===== config.mk =====
export PLATFORM = sky130hd
export DESIGN_NAME = shift_seq
export DESIGN_NICKNAME = d
export VERILOG_FILES = /design/src/rtl/shift_pkg.sv /design/src/rtl/shift_step.sv /design/src/rtl/shift_seq.sv
export SDC_FILE = /design/constraint.sdc
export NUM_CORES = 1
export LEC_CHECK = 0
export BUFFER_PORTS_ARGS = -buffer_cell sky130_fd_sc_hd__buf_4
export CAP_MARGIN = 20
export CORE_ASPECT_RATIO = 1.75
export CORE_MARGIN = 4
export CORE_UTILIZATION = 50
export CTS_CLUSTER_DIAMETER = 80
export DETAILED_ROUTE_END_ITERATION = 16
export GPL_TIMING_DRIVEN = 1
export PLACE_DENSITY = 0.76
export SLEW_MARGIN = 20
export SYNTH_ARGS = -nofsm -noshare
export SYNTH_HDL_FRONTEND = slang
export SYNTH_SLANG_ARGS = --single-unit

===== constraint.sdc =====
create_clock -name clk -period 4.4 [get_ports clk]
set_clock_uncertainty 0.05 [all_clocks]
set_input_delay 0.88 -clock clk [delete_from_list [all_inputs] [get_ports clk]]
set_output_delay 0.88 -clock clk [all_outputs]
set_load 0.01 [all_outputs]

===== src/rtl/shift_pkg.sv =====
// Shared opcode encoding and sequencer state type for the single-step shifter
// and the multi-step shift sequencer.
package shift_pkg;

  localparam logic [2:0] OP_MVB = 3'b000;
  localparam logic [2:0] OP_ASR = 3'b001;
  localparam logic [2:0] OP_LSR = 3'b010;
  localparam logic [2:0] OP_LSL = 3'b011;
  localparam logic [2:0] OP_RSR = 3'b100;
  localparam logic [2:0] OP_RSL = 3'b101;

  typedef enum logic [1:0] {
    IDLE = 2'b00,
    RUN  = 2'b01,
    DONE = 2'b10
  } state_t;

  // 110/111 alias MVB, so only 001..101 actually move bits.
  function automatic logic is_shift_op(input logic [2:0] op);
    return (op >= OP_ASR) && (op <= OP_RSL);
  endfunction

endpackage


===== src/rtl/shift_step.sv =====
// Combinational single-bit shift/rotate datapath; c is the bit shifted out.
module shift_step
  import shift_pkg::*;
#(
  parameter int BW = 8
) (
  input  logic [BW-1:0] din,
  input  logic [2:0]    op,
  output logic [BW-1:0] dout,
  output logic          c
);

  always_comb begin
    dout = din;
    c    = 1'b0;
    case (op)
      OP_ASR: begin
        dout = {din[BW-1], din[BW-1:1]};
        c    = din[0];
      end
      OP_LSR: begin
        dout = {1'b0, din[BW-1:1]};
        c    = din[0];
      end
      OP_LSL: begin
        dout = {din[BW-2:0], 1'b0};
        c    = din[BW-1];
      end
      OP_RSR: begin
        dout = {din[0], din[BW-1:1]};
        c    = din[0];
      end
      OP_RSL: begin
        dout = {din[BW-2:0], din[BW-1]};
        c    = din[BW-1];
      end
      default: begin
        dout = din;
        c    = 1'b0;
      end
    endcase
  end

endmodule


===== src/rtl/shift_seq.sv =====
// Multi-cycle shift sequencer: repeats one shift_step operation amt times
// on a working register, with a start/busy/done handshake.
module shift_seq
  import shift_pkg::*;
#(
  parameter int BW   = 8,
  parameter int CNTW = 4
) (
  input  logic            clk,
  input  logic            rst_n,
  input  logic            start,
  input  logic [2:0]      op,
  input  logic [BW-1:0]   din,
  input  logic [CNTW-1:0] amt,
  output logic            busy,
  output logic            done,
  output logic [BW-1:0]   dout,
  output logic            c
);

  state_t          state;
  logic [2:0]      op_q;
  logic [CNTW-1:0] count;
  logic [BW-1:0]   step_dout;
  logic            step_c;

  shift_step #(.BW(BW)) u_step (
    .din  (dout),
    .op   (op_q),
    .dout (step_dout),
    .c    (step_c)
  );

  always_ff @(posedge clk or negedge rst_n) begin
    if (!rst_n) begin
      state <= IDLE;
      op_q  <= OP_MVB;
      count <= '0;
      dout  <= '0;
      c     <= 1'b0;
      busy  <= 1'b0;
      done  <= 1'b0;
    end else begin
      case (state)
        IDLE, DONE: begin
          // DONE accepts a new request too, giving back-to-back throughput.
          if (start) begin
            dout <= din;
            c    <= 1'b0;
            op_q <= op;
            if ((amt == '0) || !is_shift_op(op)) begin
              state <= DONE;
              busy  <= 1'b0;
              done  <= 1'b1;
            end else begin
              state <= RUN;
              count <= amt;
              busy  <= 1'b1;
              done  <= 1'b0;
            end
          end else begin
            state <= IDLE;
            busy  <= 1'b0;
            done  <= 1'b0;
          end
        end
        RUN: begin
          dout  <= step_dout;
          c     <= step_c;
          count <= count - 1'b1;
          if (count == CNTW'(1)) begin
            state <= DONE;
            busy  <= 1'b0;
            done  <= 1'b1;
          end
        end
        default: begin
          state <= IDLE;
          busy  <= 1'b0;
          done  <= 1'b0;
        end
      endcase
    end
  end

endmodule


==> results.cfg, run 1 <==
[drt]
dr.pass1.iters = 2
wl_mm = 2.60
avgViaCountPerCell = 5.84
vias = 1051
drt_iter0_drc = 15
ant_nets = 0
post-route-drc-count = 0
wire_per_inst_um = 14.4

[cells_and_area]
multi_input_area_um2 = 597
layout_commonest_cell = buf_4
nFillCells = 186
drive_above_1_share = 0.231
seq_area_um2 = 475
area_growth_pct = 18.9
final_cell_mix = 29 x buf_4, 27 x nand2_1, 19 x dfrtp_1
stdcell_area_um2 = 1350
antenna_cells = 0
finalNetCount = 177

[timing]
timing.fmax_mhz = 532
tns_ns = 0
worst_pin_slew_ns = 0.581
slew_violations = 0
relSlewSlack = 0.613
fin_ws_ns = 2.52
rsz0062_at_grt = no
fin_crit_sh = 0.427
finalCriticalPeriod_ns = 1.88
finalSetupViolations = 0
finalHoldViolCount = 0

[global_routing]
grt_pass1_vias = 1049
antenna_found_initial = 0
grt_use_total = 0.176
use_met3 = 0.0153
grt_max_degree = 20
overflow = 0
met2_usage = 0.339
use_met1 = 0.187
grt_first_pass_wirelength_mm = 4.31
busiest_layer = met2

[yosys]
muxShareOfSynthArea = 0.00879
synth_compound_area_frac = 0.190
synth_top_cell_area_share = 0.418
synth-seq-area-share = 0.418
ys_warn_count = 0
synthCells = 133
yosys.area_share.simple = 0.280
synth_area_leaders = dfrtp_1 42%, nand2_1 8.9%, nor2_1 4.6%, nor3_1 3.5%, a211oi_1 3.3%
avgSynthCellArea_um2 = 8.56
synth_xor_area_frac = 0.0231
ys_ff_latch = 19
syn_area_um2 = 1140
syn-num-nets = 153
synthDistinctLibCells = 37
yosysTopAreaCell = dfrtp_1
synth_top_family_by_area = simple AND/OR/NAND/NOR gates
synthAdderAreaFrac = 0.0220

[power]
intPower_w = 0.000553
p_clk_frac = 0.088
p_sw_w = 0.000468
power_density_nw_per_um2 = 754
finalPower_w = 0.00102
swShare = 0.458
p_comb_frac = 0.548
ir_worst_vdd_mv = 0.399
power_frac_seq = 0.364
power_leakage_nw = 0.628

[placement]
dp_hpwl_mm = 2.00
dpl_cell_area_um2 = 1330
pre_cts_slack_ns = 2.20
place_congestion = 0.770
portBuffers = 28

[cts]
root_buffer = clkbuf_4
insertion_delay_ns = 0.30
cts_resized = 0
hold_buffers = 0
cts_sinks = 19
clk_pin_slew_ns = 0.11
numCtsBuffers = 3
postCtsSetupBuffers = 0
h-tree-depth = 1
tritoncts = built
cts_max_path_buffers = 2

[flow_run]
maxCapViolations = 0

[worst_hold_path]
hold_class = in -> async

[critical_path]
cp-start-kind = input port
timing.rr.end = dout[2]
r2r-start = op_q[0]
arrival_ns = 2.03
regToRegSetupSlack_ns = 2.53
end_kind = flop
setup.worst_path.class = in -> reg
critPathMaxFanout = 8
rr_worst_depth = 4
cp.required_ns = 4.55

[die]
chipHeight_um = 71.1
rows = 22
fp.dieW_um = 44.1
ios = 29
start_util = 0.530
dieArea_um2 = 3130
core-area_um2 = 2150

[outcome]
status = finished, final reports clean
-- area by class of cell --
cell class | instances | area share
timing repair buffer | 29 | 0.161
inverter | 2 | 0.00555
tap | 24 | 0.0222
sequential | 19 | 0.351
clock buffer | 4 | 0.0194
multi-input combinational | 102 | 0.441
-- worst max-delay path, stage by stage --
cell      delay, ns
buf_4          0.10
nand2b_4       0.08
or4_1          0.65
a221oi_2       0.26
a21oi_1        0.06
-- per-layer routing --
metal	up-vias	part of all wire
met2	24	0.57
met1	502	0.37
li1	519	-
met5	-	0
met3	6	0.043
met4	0	0.021
-- flip-flops by register name, summed over array words and instances, names as in the netlist --
| signal | count |
|---|---|
| op_q | 3 |
| done | 1 |
| dout | 8 |
| state | 1 |
| c | 1 |
| busy | 1 |
| count | 4 |
-- logic make-up after synthesis --
kind of cell,Yosys count
AND/OR/NAND/NOR,68
multiplexers,1
XOR/XNOR,3
flip-flops,19
adder cells (fa/ha/maj),2
AO/OA/AOI/OAI,28
buffers and inverters,12
-- cell usage after synthesis, drive strengths merged --
cell type,instances
buf,6
or2b,1
or4,1
nand2,27
clkbuf,4
ha,2
or3,2
a32o,1
nand2b,3
nor4,2
o22ai,2
dfrtp,19
a22oi,1
nand3,7
and2,1
mux2i,1
xor2,2
nor2,14
nor3,8
a21oi,5
a221oi,1
o21ai,3
a311oi,1
o211ai,1
a211oi,5
o31ai,2
o41ai,3
nor2b,2
xnor2,1
inv,2
a31oi,2
a22o,1
-- power by group through the flow --
stage	clock [W]	sequential (W)	combinational, W
after floorplan	0	0.000349	0.000433
after global placement	0	0.000371	0.000550
after detailed placement	0	0.000376	0.000565
after CTS	0.0000910	0.000371	0.000566
after global routing	0.0000975	0.000387	0.000627
final	0.0000899	0.000371	0.000560
-- how the worst max path moves through the flow --
| stage | startpoint | cells after the start | to | slack (ns) |
|---|---|---|---|---|
| 5_1_grt | start | 4 | dout[3] | 2.41 |
| 6_report | start | 5 | count[1] | 2.52 |
| 2_1_floorplan | start | 6 | count[1] | 2.28 |
| 3_5_place_dp | start | 5 | count[1] | 2.20 |
| 3_3_place_gp | start | 5 | count[1] | 2.20 |
| 4_1_cts | op_q[0] | 4 | dout[2] | 2.52 |
-- through the flow --
stage / cells / hold slack [ns] / util
after global placement: 176 / 0.442 / 0.618
after global routing: 180 / 0.396 / 0.631
after floorplan: 133 / 0.444 / -
after CTS: 180 / 0.389 / 0.631
after detailed placement: 176 / 0.453 / 0.618
final: 180 / 0.380 / 0.631
Power figures use the tool's default switching activity.
==> inputs of run 2 (changes only) <==
--- a/config.mk
+++ b/config.mk
@@ -9,11 +9,11 @@
 export CAP_MARGIN = 20
 export CORE_ASPECT_RATIO = 1.75
 export CORE_MARGIN = 4
-export CORE_UTILIZATION = 50
+export CORE_UTILIZATION = 47
 export CTS_CLUSTER_DIAMETER = 80
 export DETAILED_ROUTE_END_ITERATION = 16
 export GPL_TIMING_DRIVEN = 1
-export PLACE_DENSITY = 0.76
+export PLACE_DENSITY = 0.75
 export SLEW_MARGIN = 20
 export SYNTH_ARGS = -nofsm -noshare
 export SYNTH_HDL_FRONTEND = slang
==> constraint.sdc (replaced) <==
create_clock -name clk -period 1.6 [get_ports clk]
set_clock_uncertainty 0.05 [all_clocks]
set_input_delay 0.32 -clock clk [delete_from_list [all_inputs] [get_ports clk]]
set_output_delay 0.32 -clock clk [all_outputs]
set_load 0.01 [all_outputs]
==> run 2 against run 1 <==
Final cell count grew 11%. Worst hold slack worse by 0.16 ns. First-iteration DRC count grew to 2.7 times the previous value. Highest routed layer unchanged.
==> results.cfg, run 2 (synthesis results as in run 1) <==
[outcome]
status = finished, final reports clean

[critical_path]
cp-start-kind = flop
end_kind = flop
cp_slowest_cell = nor4_1
crit_path_cell_trace = nand2b_4, nor4_1, a211oi_1, a311oi_1
crit_family = simple AND/OR/NAND/NOR gates
cp_slowest_stage_delay_ns = 0.46
arrival_ns = 1.66
rr_worst_depth = 4
setup.worst_path.class = reg -> reg
worst-path-stages = 4
critPathMaxFanout = 7
cp.required_ns = 1.71
path_buf_inv = 0

[global_routing]
grt_pass1_vias = 1172
overflow = 0
grt_use_total = 0.197
grt_first_pass_wirelength_mm = 4.82
antenna_found_initial = 0
grt_max_degree = 20

[cells_and_area]
final_util = 0.672
area_growth_pct = 35.9
layout_commonest_cell = buf_4
antenna_cells = 0
finalNetCount = 196
largest_register_ffs = 8
drive_above_1_share = 0.343
regMostFlops = dout
final_cell_mix = 46 x buf_4, 26 x nand2_1, 18 x dfrtp_1
reg.largest.list = dout: 8 flops, count: 4 flops, op_q: 3 flops

[placement]
portBuffers = 28
place_congestion = 0.778
dp_hpwl_mm = 2.20
pre_cts_slack_ns = -0.0674

[cts]
cts_max_path_buffers = 2
tritoncts = built
h-tree-depth = 1
cts_sinks = 19
clk_pin_slew_ns = 0.07
numCtsBuffers = 3
root_buffer = clkbuf_8
insertion_delay_ns = 0.26

[power]
ir_worst_vdd_mv = 1.22
power_density_nw_per_um2 = 2120
power_leakage_nw = 0.736

[drt]
ant_nets = 0
avgViaCountPerCell = 5.67
drt_iter0_drc = 40
vias = 1134
dr.pass1.iters = 4
post-route-drc-count = 0
wire_per_inst_um = 14.4
wl_mm = 2.88

[die]
chipHeight_um = 73.1
rows = 23
fp.dieW_um = 45.2
ios = 29
start_util = 0.495
core-area_um2 = 2300
dieArea_um2 = 3300

[timing]
fin_crit_sh = 0.967
finalCriticalPeriod_ns = 1.55
slew_violations = 0
tns_ns = 0
worst_pin_slew_ns = 0.459
finalHoldViolCount = 0
fin_ws_ns = 0.0530
relSlewSlack = 0.691
timing.fmax_mhz = 646
finalSetupViolations = 0
whs_ns = 0.220

[worst_hold_path]
holdPathStages = 3
hold_class = in -> reg

[flow_run]
maxCapViolations = 0
run 2: cell types whose count changed in the layout (fill, tap and decap cells not counted), sizes merged:
cell | before | now
buf | 29 | 47
dlygate4sd3 | 0 | 1
run 2: worst min-delay path: cells and delay by family:
kind | cells | cell delay (ns)
and+or+nand+nor | 2 | 0.09
buffers and inverters | 1 | 0.09
run 2: metal layers:
| layer | GRT usage | part of all wire |
|---|---|---|
| met5 | 0 | 0 |
| met4 | 0.111 | 0.023 |
| met3 | 0.0296 | 0.046 |
| met2 | 0.361 | 0.55 |
| met1 | 0.199 | 0.38 |
run 2: per-stage QoR:
step | instances | total power (W) | cell area, µm²
floorplan | 133 | 0.00221 | 1170
global placement | 191 | 0.00277 | 1450
detailed placement | 191 | 0.00282 | 1450
CTS | 198 | 0.00322 | 1520
global route | 200 | 0.00356 | 1550
finish | 200 | 0.00328 | 1550
run 2: layout make-up:
type	count	area, µm²
Fill cell	194	754
Inverter	2	7.51
Sequential cell	19	477
Clock buffer	4	45.0
Timing Repair Buffer	48	367
Tap cell	25	31.3
Multi-Input combinational cell	102	621
run 2: worst paths after layout:
check | startpoint | endpoint | slack (ns)
max | state[0] | count[2] | 0.05
min | op[0] | op_q[0] | 0.22
max reg2reg | state[0] | count[2] | 0.05
min reg2reg | c | c | 0.46
max in group asynchronous | rst_n | op_q[2] | 0.86
min in group asynchronous | rst_n | dout[7] | 0.42
run 2: where the power goes:
part	total (W)	switching [W]	internal (W)
Clock	0.000342	0.000165	0.000177
Sequential	0.000965	0.000239	0.000726
Combinational	0.00197	0.00101	0.000969
run 2: repair_timing:
| item | in CTS | in global routing |
|---|---|---|
| endpoints found under the hold margin | 19 | 0 |
| gates resized for setup | 0 | 4 |
| buffers inserted | 2 | 2 |
| pin swaps | 1 | 1 |
| hold buffers | 1 | 0 |
| endpoints found under the setup margin | 1 | 9 |
==> inputs of run 3 (changes only) <==
--- a/config.mk
+++ b/config.mk
@@ -14,6 +14,7 @@
 export DETAILED_ROUTE_END_ITERATION = 16
 export GPL_TIMING_DRIVEN = 1
 export PLACE_DENSITY = 0.75
+export RECOVER_POWER = 50
 export SLEW_MARGIN = 20
 export SYNTH_ARGS = -nofsm -noshare
 export SYNTH_HDL_FRONTEND = slang
==> run 3 against run 2 <==
Critical path depth unchanged. Worst setup slack improved by 0.0010 ns. Register-to-register slack about the same. Die area unchanged. Sequential share of layout area increased by 0.20 points. Critical endpoint unchanged. Largest power group unchanged.
==> results.cfg, run 3 (synthesis results as in run 1) <==
[cts]
clk_pin_slew_ns = 0.07
insertion_delay_ns = 0.26
cts_sinks = 19
cts_max_path_buffers = 2
tritoncts = built
numCtsBuffers = 3
root_buffer = clkbuf_8
h-tree-depth = 1

[power]
intPower_w = 0.00186
p_clk_frac = 0.104
swShare = 0.431
p_sw_w = 0.00141
power_frac_seq = 0.295
finalPower_w = 0.00327
power_density_nw_per_um2 = 2120
power_leakage_nw = 0.728
ir_worst_vdd_mv = 1.21
p_comb_frac = 0.601

[global_routing]
grt_max_degree = 20
grt_use_total = 0.197
grt_pass1_vias = 1172
grt_first_pass_wirelength_mm = 4.82
antenna_found_initial = 0
overflow = 0

[placement]
portBuffers = 28
pre_cts_slack_ns = -0.0674
dp_hpwl_mm = 2.20
place_congestion = 0.778
place_inst = 191

[drt]
ant_nets = 0
dr.pass1.iters = 4
vias = 1131
wl_mm = 2.88
wire_per_inst_um = 14.4
post-route-drc-count = 0
drt_iter0_drc = 37
avgViaCountPerCell = 5.66

[critical_path]
setup.worst_path.class = reg -> reg
cp.required_ns = 1.71
rr_worst_depth = 4
cp-start-kind = flop
arrival_ns = 1.66
critPathMaxFanout = 7
end_kind = flop

[timing]
tns_ns = 0
fin_crit_sh = 0.966
finalHoldViolCount = 0
timing.fmax_mhz = 647
worst_pin_slew_ns = 0.488
fin_ws_ns = 0.0540
slew_violations = 0
finalSetupViolations = 0
whs_ns = 0.222
finalCriticalPeriod_ns = 1.55
relSlewSlack = 0.675

[worst_hold_path]
holdPathStages = 3
hold_class = in -> reg

[cells_and_area]
reg.largest.list = dout: 8 flops, count: 4 flops, op_q: 3 flops
final_cell_mix = 43 x buf_4, 26 x nand2_1, 18 x dfrtp_1
drive_above_1_share = 0.331
regMostFlops = dout
finalNetCount = 196
area_growth_pct = 35.1
largest_register_ffs = 8
antenna_cells = 0
instances_no_fill = 200
layout_commonest_cell = buf_4

[die]
chipHeight_um = 73.1
start_util = 0.495
ios = 29
rows = 23
core-area_um2 = 2300
fp.dieW_um = 45.2
dieArea_um2 = 3300

[outcome]
status = finished, final reports clean

[flow_run]
maxCapViolations = 0
[run 3: cell types whose count changed in the layout (fill, tap and decap cells not counted), sizes merged]
| cell | before | now |
|---|---|---|
| buf | 47 | 44 |
| clkbuf | 4 | 7 |
[run 3: worst paths after layout]
kind	to	start	slack [ns]
max	count[2]	state[0]	0.05
min	op_q[0]	op[0]	0.22
max reg2reg	count[2]	state[0]	0.05
min reg2reg	c	c	0.46
max in group asynchronous	op_q[2]	rst_n	0.64
min in group asynchronous	dout[7]	rst_n	0.50
[run 3: metal layers]
layer	vias to the layer above	wire, µm	track usage	part of all wire
met1	544	1090	0.199	0.38
met3	6	125	0.0296	0.043
met2	26	1600	0.361	0.55
met4	0	65	0.111	0.023
li1	555	-	-	-
met5	-	0	0	0
[run 3: cell type report]
type                            instances  area, µm²
Fill cell                             195        764
Clock buffer                            4       45.0
Inverter                                2       7.51
Sequential cell                        19        477
Timing Repair Buffer                   48        357
Multi-Input combinational cell        102        621
Tap cell                               25       31.3
[run 3: power groups by stage]
stage / clock network (W) / registers, W / logic [W]
3_3_place_gp: 0 / 0.000961 / 0.00180
6_report: 0.000341 / 0.000964 / 0.00196
5_1_grt: 0.000364 / 0.000996 / 0.00219
3_5_place_dp: 0 / 0.000966 / 0.00185
2_1_floorplan: 0 / 0.000965 / 0.00125
4_1_cts: 0.000345 / 0.000957 / 0.00191
[run 3: critical path, cell delays in order (launching register included)]
cell      delay, ns
dfrtp_1        0.41
nand2b_4       0.18
nor4_1         0.46
a211oi_1       0.10
a311oi_1       0.25
[run 3: repair_timing]
action,4_1_cts,5_1_grt
endpoints found under the hold margin,19,0
gates resized for setup,0,4
buffers inserted,2,2
hold buffers,1,0
pin swaps,1,1
endpoints found under the setup margin,1,9
[run 3: metrics by stage]
step / area [µm²] / util
final: 1540 / 0.668
after global routing: 1540 / 0.668
after CTS: 1520 / 0.659
after detailed placement: 1450 / 0.629
after global placement: 1450 / 0.629
after floorplan: 1170 / -
